**src/rtl/bsg_store_and_forward_filtered.sv**
```systemverilog
// Store-and-forward packet buffer: a packet becomes visible to the consumer only
// after its last beat is stored and it survives the size, overflow and error filters.
module bsg_store_and_forward_filtered #(
  parameter int width_p                  = 8,
  parameter int els_p                    = 8,
  parameter int max_pkt_els_p            = els_p,
  parameter bit write_no_backpressure_p  = 1'b0,
  parameter bit drop_bad_p               = 1'b0,
  localparam int pkt_cnt_width_lp        = $clog2(els_p + 1)
) (
  input  logic                        clk_i,
  input  logic                        reset_i,

  input  logic [width_p-1:0]          data_i,
  input  logic                        v_i,
  input  logic                        last_i,
  input  logic                        error_i,
  output logic                        ready_o,

  output logic [width_p-1:0]          data_o,
  output logic                        v_o,
  output logic                        last_o,
  input  logic                        yumi_i,

  output logic                        good_packet_o,
  output logic                        bad_packet_o,
  output logic                        incomplete_packet_o,
  output logic                        oversize_packet_o,
  output logic [pkt_cnt_width_lp-1:0] pkt_count_o
);

  localparam int idx_w_lp = (els_p > 1) ? $clog2(els_p) : 1;
  localparam int len_w_lp = $clog2(max_pkt_els_p + 1);
  localparam logic [idx_w_lp-1:0] last_idx_lp = idx_w_lp'(els_p - 1);
  localparam logic [len_w_lp-1:0] max_len_lp  = len_w_lp'(max_pkt_els_p);

  // Wrap bit distinguishes full from empty when the indices coincide.
  typedef struct packed {
    logic                wrap;
    logic [idx_w_lp-1:0] idx;
  } ptr_t;

  typedef enum logic { RECV = 1'b0, DROP = 1'b1 } state_e;
  typedef enum logic { REASON_BIG = 1'b0, REASON_OVF = 1'b1 } reason_e;

  function automatic ptr_t ptr_inc(input ptr_t p);
    ptr_t r;
    if (p.idx == last_idx_lp) begin
      r.wrap = ~p.wrap;
      r.idx  = '0;
    end else begin
      r.wrap = p.wrap;
      r.idx  = p.idx + idx_w_lp'(1);
    end
    return r;
  endfunction

  logic [width_p:0] mem_r [els_p];

  ptr_t    wptr_r, cptr_r, rptr_r;
  ptr_t    wptr_n, cptr_n, wptr_inc;
  state_e  state_r, state_n;
  reason_e reason_r, reason_n;
  logic [len_w_lp-1:0] len_r, len_n;

  logic full, committed_empty, overflow, accept;
  logic cause_ovf, cause_big;
  logic wr_en, commit, pop_last;
  logic good_n, bad_n, incomplete_n, oversize_n;

  assign full            = (wptr_r.idx == rptr_r.idx) && (wptr_r.wrap != rptr_r.wrap);
  assign committed_empty = (cptr_r == rptr_r);
  // Storage is full of an uncommitted packet: it can never complete, so keep draining it.
  assign overflow        = full & committed_empty;

  assign ready_o = write_no_backpressure_p | (state_r == DROP) | overflow | ~full;
  assign accept  = v_i & ready_o;

  assign v_o              = ~committed_empty;
  assign {last_o, data_o} = mem_r[rptr_r.idx];
  assign pop_last         = yumi_i & last_o;

  assign wptr_inc  = ptr_inc(wptr_r);
  assign cause_ovf = (full & write_no_backpressure_p) | overflow;
  assign cause_big = (len_r == max_len_lp);

  // NOTE: every signal gets a default before any branch so no path leaves it unassigned and no latch is inferred.
  always_comb begin
    wr_en        = 1'b0;
    commit       = 1'b0;
    wptr_n       = wptr_r;
    cptr_n       = cptr_r;
    state_n      = state_r;
    reason_n     = reason_r;
    len_n        = len_r;
    good_n       = 1'b0;
    bad_n        = 1'b0;
    incomplete_n = 1'b0;
    oversize_n   = 1'b0;

    if (accept) begin
      unique case (state_r)
        RECV: begin
          if (cause_ovf | cause_big) begin
            wptr_n   = cptr_r;
            len_n    = '0;
            reason_n = cause_ovf ? REASON_OVF : REASON_BIG;
            if (last_i) begin
              incomplete_n = cause_ovf;
              oversize_n   = ~cause_ovf;
            end else begin
              state_n = DROP;
            end
          end else begin
            wr_en  = 1'b1;
            wptr_n = wptr_inc;
            len_n  = len_r + len_w_lp'(1);
            if (last_i) begin
              len_n = '0;
              if (error_i & drop_bad_p) begin
                wptr_n = cptr_r;
                bad_n  = 1'b1;
              end else begin
                cptr_n = wptr_inc;
                commit = 1'b1;
                good_n = ~error_i;
                bad_n  = error_i;
              end
            end
          end
        end
        DROP: begin
          if (last_i) begin
            state_n      = RECV;
            incomplete_n = (reason_r == REASON_OVF);
            oversize_n   = (reason_r == REASON_BIG);
          end
        end
        default: state_n = RECV;
      endcase
    end
  end

  // NOTE: sequential state uses non-blocking assignments so every register samples pre-edge values.
  always_ff @(posedge clk_i or posedge reset_i) begin
    if (reset_i) begin
      wptr_r              <= '0;
      cptr_r              <= '0;
      rptr_r              <= '0;
      state_r             <= RECV;
      reason_r            <= REASON_BIG;
      len_r               <= '0;
      pkt_count_o         <= '0;
      good_packet_o       <= 1'b0;
      bad_packet_o        <= 1'b0;
      incomplete_packet_o <= 1'b0;
      oversize_packet_o   <= 1'b0;
    end else begin
      wptr_r              <= wptr_n;
      cptr_r              <= cptr_n;
      state_r             <= state_n;
      reason_r            <= reason_n;
      len_r               <= len_n;
      good_packet_o       <= good_n;
      bad_packet_o        <= bad_n;
      incomplete_packet_o <= incomplete_n;
      oversize_packet_o   <= oversize_n;
      if (yumi_i) rptr_r <= ptr_inc(rptr_r);
      unique case ({commit, pop_last})
        2'b10:   pkt_count_o <= pkt_count_o + pkt_cnt_width_lp'(1);
        2'b01:   pkt_count_o <= pkt_count_o - pkt_cnt_width_lp'(1);
        default: pkt_count_o <= pkt_count_o;
      endcase
    end
  end

  // NOTE: the storage array has no reset; pointers guard every read, so its contents never matter after reset.
  always_ff @(posedge clk_i) begin
    if (wr_en) mem_r[wptr_r.idx] <= {last_i, data_i};
  end

  a_yumi_needs_valid: assert property (@(posedge clk_i) disable iff (reset_i) yumi_i |-> v_o)
    else $error("yumi_i asserted while v_o is low");

  a_params_legal: assert property (@(posedge clk_i)
    (max_pkt_els_p >= 1) && (max_pkt_els_p <= els_p) && (els_p >= 2))
    else $error("illegal parameters: need 1 <= max_pkt_els_p <= els_p and els_p >= 2");

endmodule

```
**config.mk**
```make
export PLATFORM = sky130hd
export DESIGN_NAME = bsg_store_and_forward_filtered
export DESIGN_NICKNAME = d
export VERILOG_FILES = /design/src/rtl/bsg_store_and_forward_filtered.sv
export SDC_FILE = /design/constraint.sdc
export NUM_CORES = 1
export LEC_CHECK = 0
export ABC_AREA = 1
export CAP_MARGIN = 20
export CORE_MARGIN = 5
export CORE_UTILIZATION = 40
export CTS_BUF_LIST = sky130_fd_sc_hd__clkbuf_4 sky130_fd_sc_hd__clkbuf_8
export CTS_CLUSTER_SIZE = 8
export DETAILED_ROUTE_END_ITERATION = 8
export PLACE_DENSITY = 0.66
export SYNTH_ARGS = -nofsm -noshare
export SYNTH_HDL_FRONTEND = slang
export SYNTH_SLANG_ARGS = --single-unit
```
**constraint.sdc**
```tcl
create_clock -name clk_i -period 5.6 [get_ports clk_i]
set_clock_uncertainty 0.15 [all_clocks]
set_input_delay 0.84 -clock clk_i [delete_from_list [all_inputs] [get_ports clk_i]]
set_output_delay 0.84 -clock clk_i [all_outputs]
set_load 0.05 [all_outputs]
```
# == After elaboration in Yosys (flattened, before gate mapping) ==
# Memory sizes are Yosys's and may differ from the RTL's.
# Index checks and enable logic that the tools add are counted.
# Widths: inputs -> output; s select.
# classes
eq_ne,8
n_mux,37
n_reduce_logical,6
n_addsub,5
bitwise_logic,15
# ops
op,n
$mux 1,28
$mux 4,4
$not 1->1,9
$add 4x1->4 const B,2
$pmux 4 s2,1
$add 3x1->3 const B,2
$eq 3x3->1 const B,2
$pmux 1 s2,3
$eq 4x4->1,1
$eq 4x4->1 const B,1
$reduce_and 2->1,2
$reduce_and 4->1,1
$sub 4x1->4 const B,1
$and 1x1->1,3
$eq 3x3->1,1
$mux 3,1
$or 1x1->1,3
$reduce_and 3->1,1
$eq 2x1->1 const B,1
$eq 2x2->1 const B,1
$reduce_bool 2->1,1
$logic_and 1x1->1,1
$ne 1x1->1,1
# totals
mem_bits_rw,72
inputBits,14
memories,1
output_inout_bits,19
wordCells,86
reg_bits,26
# memory_table
name,depth,width,rd,rd_ports_with_merged_regs,wr,line_no,rtl
mem_r,8,9,1,0,1,58,logic [width_p:0] mem_r [els_p];

# == Depth between registers and ports, before layout ==
# Gate-level depths: netlist of the first run.
# logic_depth
depth_word,9
depth_mapped,19
ltp_nobuf,19

# == Worst setup path before layout of the first run ==
# OpenSTA, ideal clock, no wires.
# synth_path
kind,reg2out
from,register rptr_r[1] (netlist bit)
to,output data_o[5]
setup_slack_ns,2.636
stages_incl_launch_ff,8
path_buffers,2
t_arrival_ns,1.974
path_cell_list,dfrtp_1 inv_1 clkbuf_1 buf_2 o21ai_0 o22ai_1 nor2_1 a31oi_1
# synth_between
elab_chain_cells,1
# synth_rtl
element,line_no,rtl
from (decl),60,"ptr_t wptr_r, cptr_r, rptr_r;"
from (signal assigned),168,if (yumi_i) rptr_r <= ptr_inc(rptr_r);
$mem_v2 8x9,n/a,
to (decl),20,"output logic [width_p-1:0] data_o,"
# No other way between the ends.

# == Worst setup path in the final report of the first run ==
# Same ends and word-level chain as after synthesis.

==> metrics, run 1 <==
# H-tree levels=3; Slew Limit Fails=0; die area=0.01342 mm2; initial antenna violation count=0; crit-path max FO=23; DR pass1 iterations=4; num rows=38; Final Net Count=479; first-pass GRT wire length=15,070 um; share of layout cells above drive strength 1=11.09%; Layout area overhead=15.69%; # Post-CTS Setup Buffers=0; status=finished, final reports clean; Via density=5.003; Placed Instances=582; CP cell instances=inv_1 -> o21ai_0 -> o22ai_1 -> nor2_1 -> a31oi_1 -> clkdlybuf4s50_1; sequential-to-total area share from yosys stat=62.76%; antenna diode count=0; main area contributors after synthesis=edfxtp_1, dfrtp_1, nand2_1, nor2_1, o21ai_0; RSZ-0062 raised after global routing=no; synth unique cells=32; Synth area leader=edfxtp_1; Chip Height=115.9 um; initial drt markers=248; fillers=979; worst slew pin tran=0.7516 ns; clk buf depth=2; Ys Warns=0; final hold violation count=0; CTS tree=done; # port buffers=32; Post-synth top flop=edfxtp_1; core area=0.01089 mm2; final core utilization=47.62%; largest delay contributor family on the critical path=buffers and inverters; DP Wirelength=5875 um; Slew HR=49.84%; GRT Overall Usage=14.65%; #FFs+latches synth=98; dpl ws=1.774 ns; Starting Density=41.16%; Required @ worst endpoint=4.61 ns; Tcrit/Tclk final=74.66%; routed wire length=9173 um; routability-driven placement congestion ratio=0.8536; Internal=1612 uW; Mean Syn Cell Area=10.55 um2; Synth top area share=48.24%; Critical Path End Type=primary output; Critical Path Max Stage Delay=0.82 ns; peak supply drop=354.0 uV; CP arrival=3.19 ns; # resized after CTS=0; vias post-DR=3,002; DR WL/cell=15.29 um; Pleak=0.002039 uW; fmax=0.2392 GHz; Post-route DRC=0; Sw Ratio=42.74%; Combinational Power Share=44.4%; dpl cell area=0.004912 mm2; Final Setup Violations=0; CTS Root Buffer Type=clkbuf_8; Clock power frac=18.3%; final design area excluding fillers=0.005185 mm2; die width=115.9 um; CP startpoint kind=flip-flop; Pwr Density=542.9 mW/mm2; total negative slack=0 ns; grt total ovfl=0; EDFF count, synth=72; crit path kind=reg -> out; Non-Filler Instances=600; Sw Pwr=1203 uW; async set or reset register ratio after synthesis=26.53%; CTS Buf Count=9; Crit-path slowest cell=clkdlybuf4s50_1; Seq pwr share=37.3%; clk_lat worst skew=0.37 ns; worst path bufs/invs=2; Routed Antenna Nets=0; Ports=33; Clk pin slew, worst setup/hold paths=0.10 ns; pin count of the biggest net entering global routing=41; crit path time final=4.181 ns; clock sinks=98; Post-Synthesis Cell Area=0.004482 mm2; maxcap violations=0; fin worst setup slack=1.419 ns; vias in the first global route=3,129; Synth Instances=425; Syn Nets=449; hold buffer count at CTS=0; Hold Crit Class=reg -> reg
placed cells by master, fill, tap and decap left out, types with 2 or more instances in the layout:
master,count
a21oi_1,2
nand3_4,3
nand4_1,3
clkdlybuf4s50_1,32
o21bai_1,4
bufinv_16,2
inv_8,2
o21ai_0,41
nand2_1,75
a31oi_1,8
clkbuf_8,9
nand3_1,16
inv_1,24
nand2_2,5
o21ai_1,2
xor2_1,4
dfrtp_1,26
inv_2,4
nor2_4,2
edfxtp_1,72
xnor2_1,4
ha_1,9
nor2_2,13
nor2_1,74
o22ai_1,10
synthesized netlist by cell type, drive strengths merged, types with 2 or more instances:
| cell | instances |
|---|---|
| a21oi | 2 |
| nand4 | 3 |
| o21bai | 4 |
| nand3 | 20 |
| ha | 9 |
| nor2 | 90 |
| nand2 | 81 |
| clkbuf | 8 |
| a31oi | 8 |
| inv | 29 |
| buf | 8 |
| o21ai | 43 |
| o22ai | 10 |
| edfxtp | 72 |
| dfrtp | 26 |
| xor2 | 4 |
| xnor2 | 4 |
sequential cells by signal (all words and copies together), names as in the netlist:
register,cells
mem_r,72
cptr_r,4
len_r,4
pkt_count_o,4
rptr_r,4
wptr_r,4
bad_packet_o,1
good_packet_o,1
incomplete_packet_o,1
oversize_packet_o,1
reason_r,1
state_r,1
through the flow:
stage	total power, uW	hold slack, ns
finish	2815	0.3332
global route	3007	0.3787
CTS	2824	0.3371
detailed placement	2310	0.3170
global placement	2279	0.3113
floorplan	1963	0.2926
cell type report:
| type | instances | area [um2] | share of cell area [%] |
|---|---|---|---|
| flip-flops and latches | 98 | 2813 | 54.25 |
| multi-input cells | 282 | 1485 | 28.64 |
| repair buffers | 35 | 370.4 | 7.143 |
| well taps | 140 | 175.2 | 3.378 |
| clock buffers | 10 | 131.4 | 2.534 |
| inverters | 29 | 111.4 | 2.148 |
| clock inverters | 6 | 98.84 | 1.906 |
layer usage:
| layer | vias to the layer above | GRT usage [%] | part of all wire [%] |
|---|---|---|---|
| li1 | 1502 | - | - |
| met1 | 1433 | 17.84 | 43 |
| met2 | 59 | 25.43 | 52 |
| met3 | 8 | 3.969 | 4.4 |
| met4 | 0 | 4.486 | 0.93 |
| met5 | - | 0 | 0 |
power groups by stage:
stage	Combinational [uW]	Clock (uW)	Sequential [uW]
6_report	1250	514	1050
5_1_grt	1380	557	1070
4_1_cts	1250	525	1050
3_5_place_dp	1240	0	1070
3_3_place_gp	1220	0	1060
2_1_floorplan	896	0	1070
kinds of logic (layout without fill, tap and decap cells):
family / count (synthesis) / count (layout) / share of synthesized area (%)
XOR/XNOR: 8 / 8 / 1.563
AO/OA/AOI/OAI: 68 / 68 / 8.375
AND/OR/NAND/NOR: 196 / 196 / 20.24
adder cells (fa/ha/maj): 10 / 10 / 2.959
flip-flops: 98 / 98 / 62.76
buffers and inverters: 45 / 80 / 4.104
path summary, 6_finish.rpt:
kind | slack (ns) | depth (start not counted) | to | start
max | 1.42 | 6 | data_o[5] | rptr_r[1]
min | 0.33 | 1 | pkt_count_o[3] | pkt_count_o[3]
max reg2reg | 1.87 | 18 | pkt_count_o[3] | rptr_r[1]
min reg2reg | 0.33 | 1 | pkt_count_o[3] | pkt_count_o[3]
max in group asynchronous | 4.15 | 3 | rptr_r[1] | reset_i
min in group asynchronous | 0.66 | 2 | pkt_count_o[3] | reset_i
Note: power is estimated with default switching activity, not from simulation.
==> run 2: changes to the inputs <==
==> constraint.sdc (replaced) <==
create_clock -name clk_i -period 4.05 [get_ports clk_i]
set_clock_uncertainty 0.15 [all_clocks]
set_input_delay 0.6075 -clock clk_i [delete_from_list [all_inputs] [get_ports clk_i]]
set_output_delay 0.6075 -clock clk_i [all_outputs]
set_load 0.05 [all_outputs]
==> run 2 against run 1 <==
Clock-buffer cell count did not move. Largest cell class unchanged. Global-route usage rose by 0.73 points. Register-to-register slack got worse by 0.96 ns. First-iteration DRC count fell by 13%. Critical endpoint is now data_o[2]. Sequential share of layout area rose by 0.70 points. Non-clock buffer count rose by 1.
==> metrics, run 2 (synthesis gave the netlist of run 1 again) <==
status=finished, final reports clean; Combinational Power Share=46.5%; Pleak=0.002013 uW; initial antenna violation count=0; worst path bufs/invs=3; worst slew pin tran=0.7012 ns; fin worst setup slack=0.5399 ns; Layout area overhead=14.21%; max reg flops=72; crit-path max FO=30; CTS tree=done; peak supply drop=468.3 uV; total negative slack=0 ns; crit path kind=reg -> out; Post-route DRC=0; # resized after CTS=0; core area=0.01089 mm2; largest delay contributor family on the critical path=buffers and inverters; routed wire length=9417 um; routability-driven placement congestion ratio=0.8387; Slew Limit Fails=0; GRT Overall Usage=15.38%; Reg area=0.002813 mm2; Internal=2097 uW; clk buf depth=2; Critical Path Max Stage Delay=0.84 ns; clk_lat worst skew=0.37 ns; Min Hold Slack=0.3378 ns; Clock power frac=15.7%; # Post-CTS Setup Buffers=0; die width=115.9 um; WL met3=443 um; antenna diode count=0; area of the multi-input gates=0.001485 mm2; Sw Pwr=1671 uW; Final Net Count=480; fmax=0.2849 GHz; vias post-DR=3,068; Critical Path End Type=primary output; met2 WL=4676 um; final hold violation count=0; clock sinks=98; highest routed layer=met4; CTS Buf Count=9; Slew HR=53.20%; crit path time final=3.510 ns; pin count of the biggest net entering global routing=40; commonest cells after routing, fill and taps aside=nand2_1, nor2_1, edfxtp_1; first-pass GRT wire length=15,800 um; most common cell after layout, fill and taps aside=nand2_1; Starting Density=41.16%; Routed Antenna Nets=0; # H-tree levels=3; DP Wirelength=6161 um; grt total ovfl=0; Clk pin slew, worst setup/hold paths=0.10 ns; Sw Ratio=44.35%; Pwr Density=736.1 mW/mm2; CP startpoint kind=flip-flop; share of layout cells above drive strength 1=11.50%; # port buffers=32; M1 WL=4053 um; Required @ worst endpoint=3.29 ns; Hold Crit Class=reg -> reg; DR pass1 iterations=4; Chip Height=115.9 um; DR WL/cell=15.67 um; initial drt markers=217; RSZ-0062 raised after global routing=no; largest reg by FF count=mem_r; Crit-path slowest cell=clkdlybuf4s50_1; die area=0.01342 mm2; dpl ws=0.8088 ns; final core utilization=47.01%; Seq pwr share=37.9%; vias in the first global route=3,159; Ports=33; Via density=5.105; maxcap violations=0; Final Setup Violations=0; num rows=38; CP arrival=2.75 ns; hold buffer count at CTS=0; CTS Root Buffer Type=clkbuf_8; fillers=1,012; CP cell instances=inv_1 -> buf_4 -> o21ai_0 -> o22ai_1 -> nor2_1 -> a31oi_1 -> clkdlybuf4s50_1; Tcrit/Tclk final=86.67%
[run 2: cell types whose count changed in the layout (fill, tap and decap cells not counted), sizes merged]
cell           before  now
clkinv              1    2
clkdlybuf4s50      32   31
inv                31   32
buf                 3    5
bufinv              2    0
[run 2: worst paths after layout]
kind,to,from,slack [ns],depth (start not counted)
setup / recovery,data_o[2],rptr_r[0],0.54,7
hold / removal,pkt_count_o[3],pkt_count_o[3],0.34,1
setup reg to reg,pkt_count_o[3],rptr_r[0],0.91,18
hold reg to reg,pkt_count_o[3],pkt_count_o[3],0.34,1
max in group asynchronous,wptr_r[2],reset_i,2.87,3
min in group asynchronous,oversize_packet_o,reset_i,0.40,2
[run 2: power by group through the flow]
stage,clock (uW),sequential [uW],combinational [uW]
CTS,601,1430,1780
detailed placement,0,1450,1770
global placement,0,1450,1740
global route,654,1460,1940
floorplan,0,1480,1240
finish,590,1430,1750
[run 2: area by class of cell]
cell class / instances / area share (%)
clock buffer: 10 / 2.567
clock inverter: 6 / 0.9289
inverter: 29 / 2.176
multi-input combinational: 282 / 29.01
sequential: 98 / 54.95
tap: 140 / 3.422
timing repair buffer: 36 / 6.942
[run 2: metal layers]
layer  GRT usage (%)  up-vias
li1                -     1498
met5               0        -
met4           6.342        0
met2           26.20       65
met3           3.394       17
met1           18.95     1488
[run 2: worst register-to-register path, delay by kind of cell, from the launching register on]
kind	cells	cell delay, ns
XOR/XNOR	1	0.12
flip-flops	1	0.39
AND/OR/NAND/NOR	11	1.08
adder cells (fa/ha/maj)	2	0.49
AO/OA/AOI/OAI	1	0.15
buffers and inverters	3	0.64
[run 2: stage by stage]
| step | std cells | area, um2 | total power (uW) |
|---|---|---|---|
| after global placement | 584 | 4925 | 3181 |
| after CTS | 600 | 5104 | 3807 |
| final | 601 | 5119 | 3768 |
| after global routing | 601 | 5119 | 4054 |
| after floorplan | 425 | 4482 | 2714 |
| after detailed placement | 584 | 4925 | 3221 |
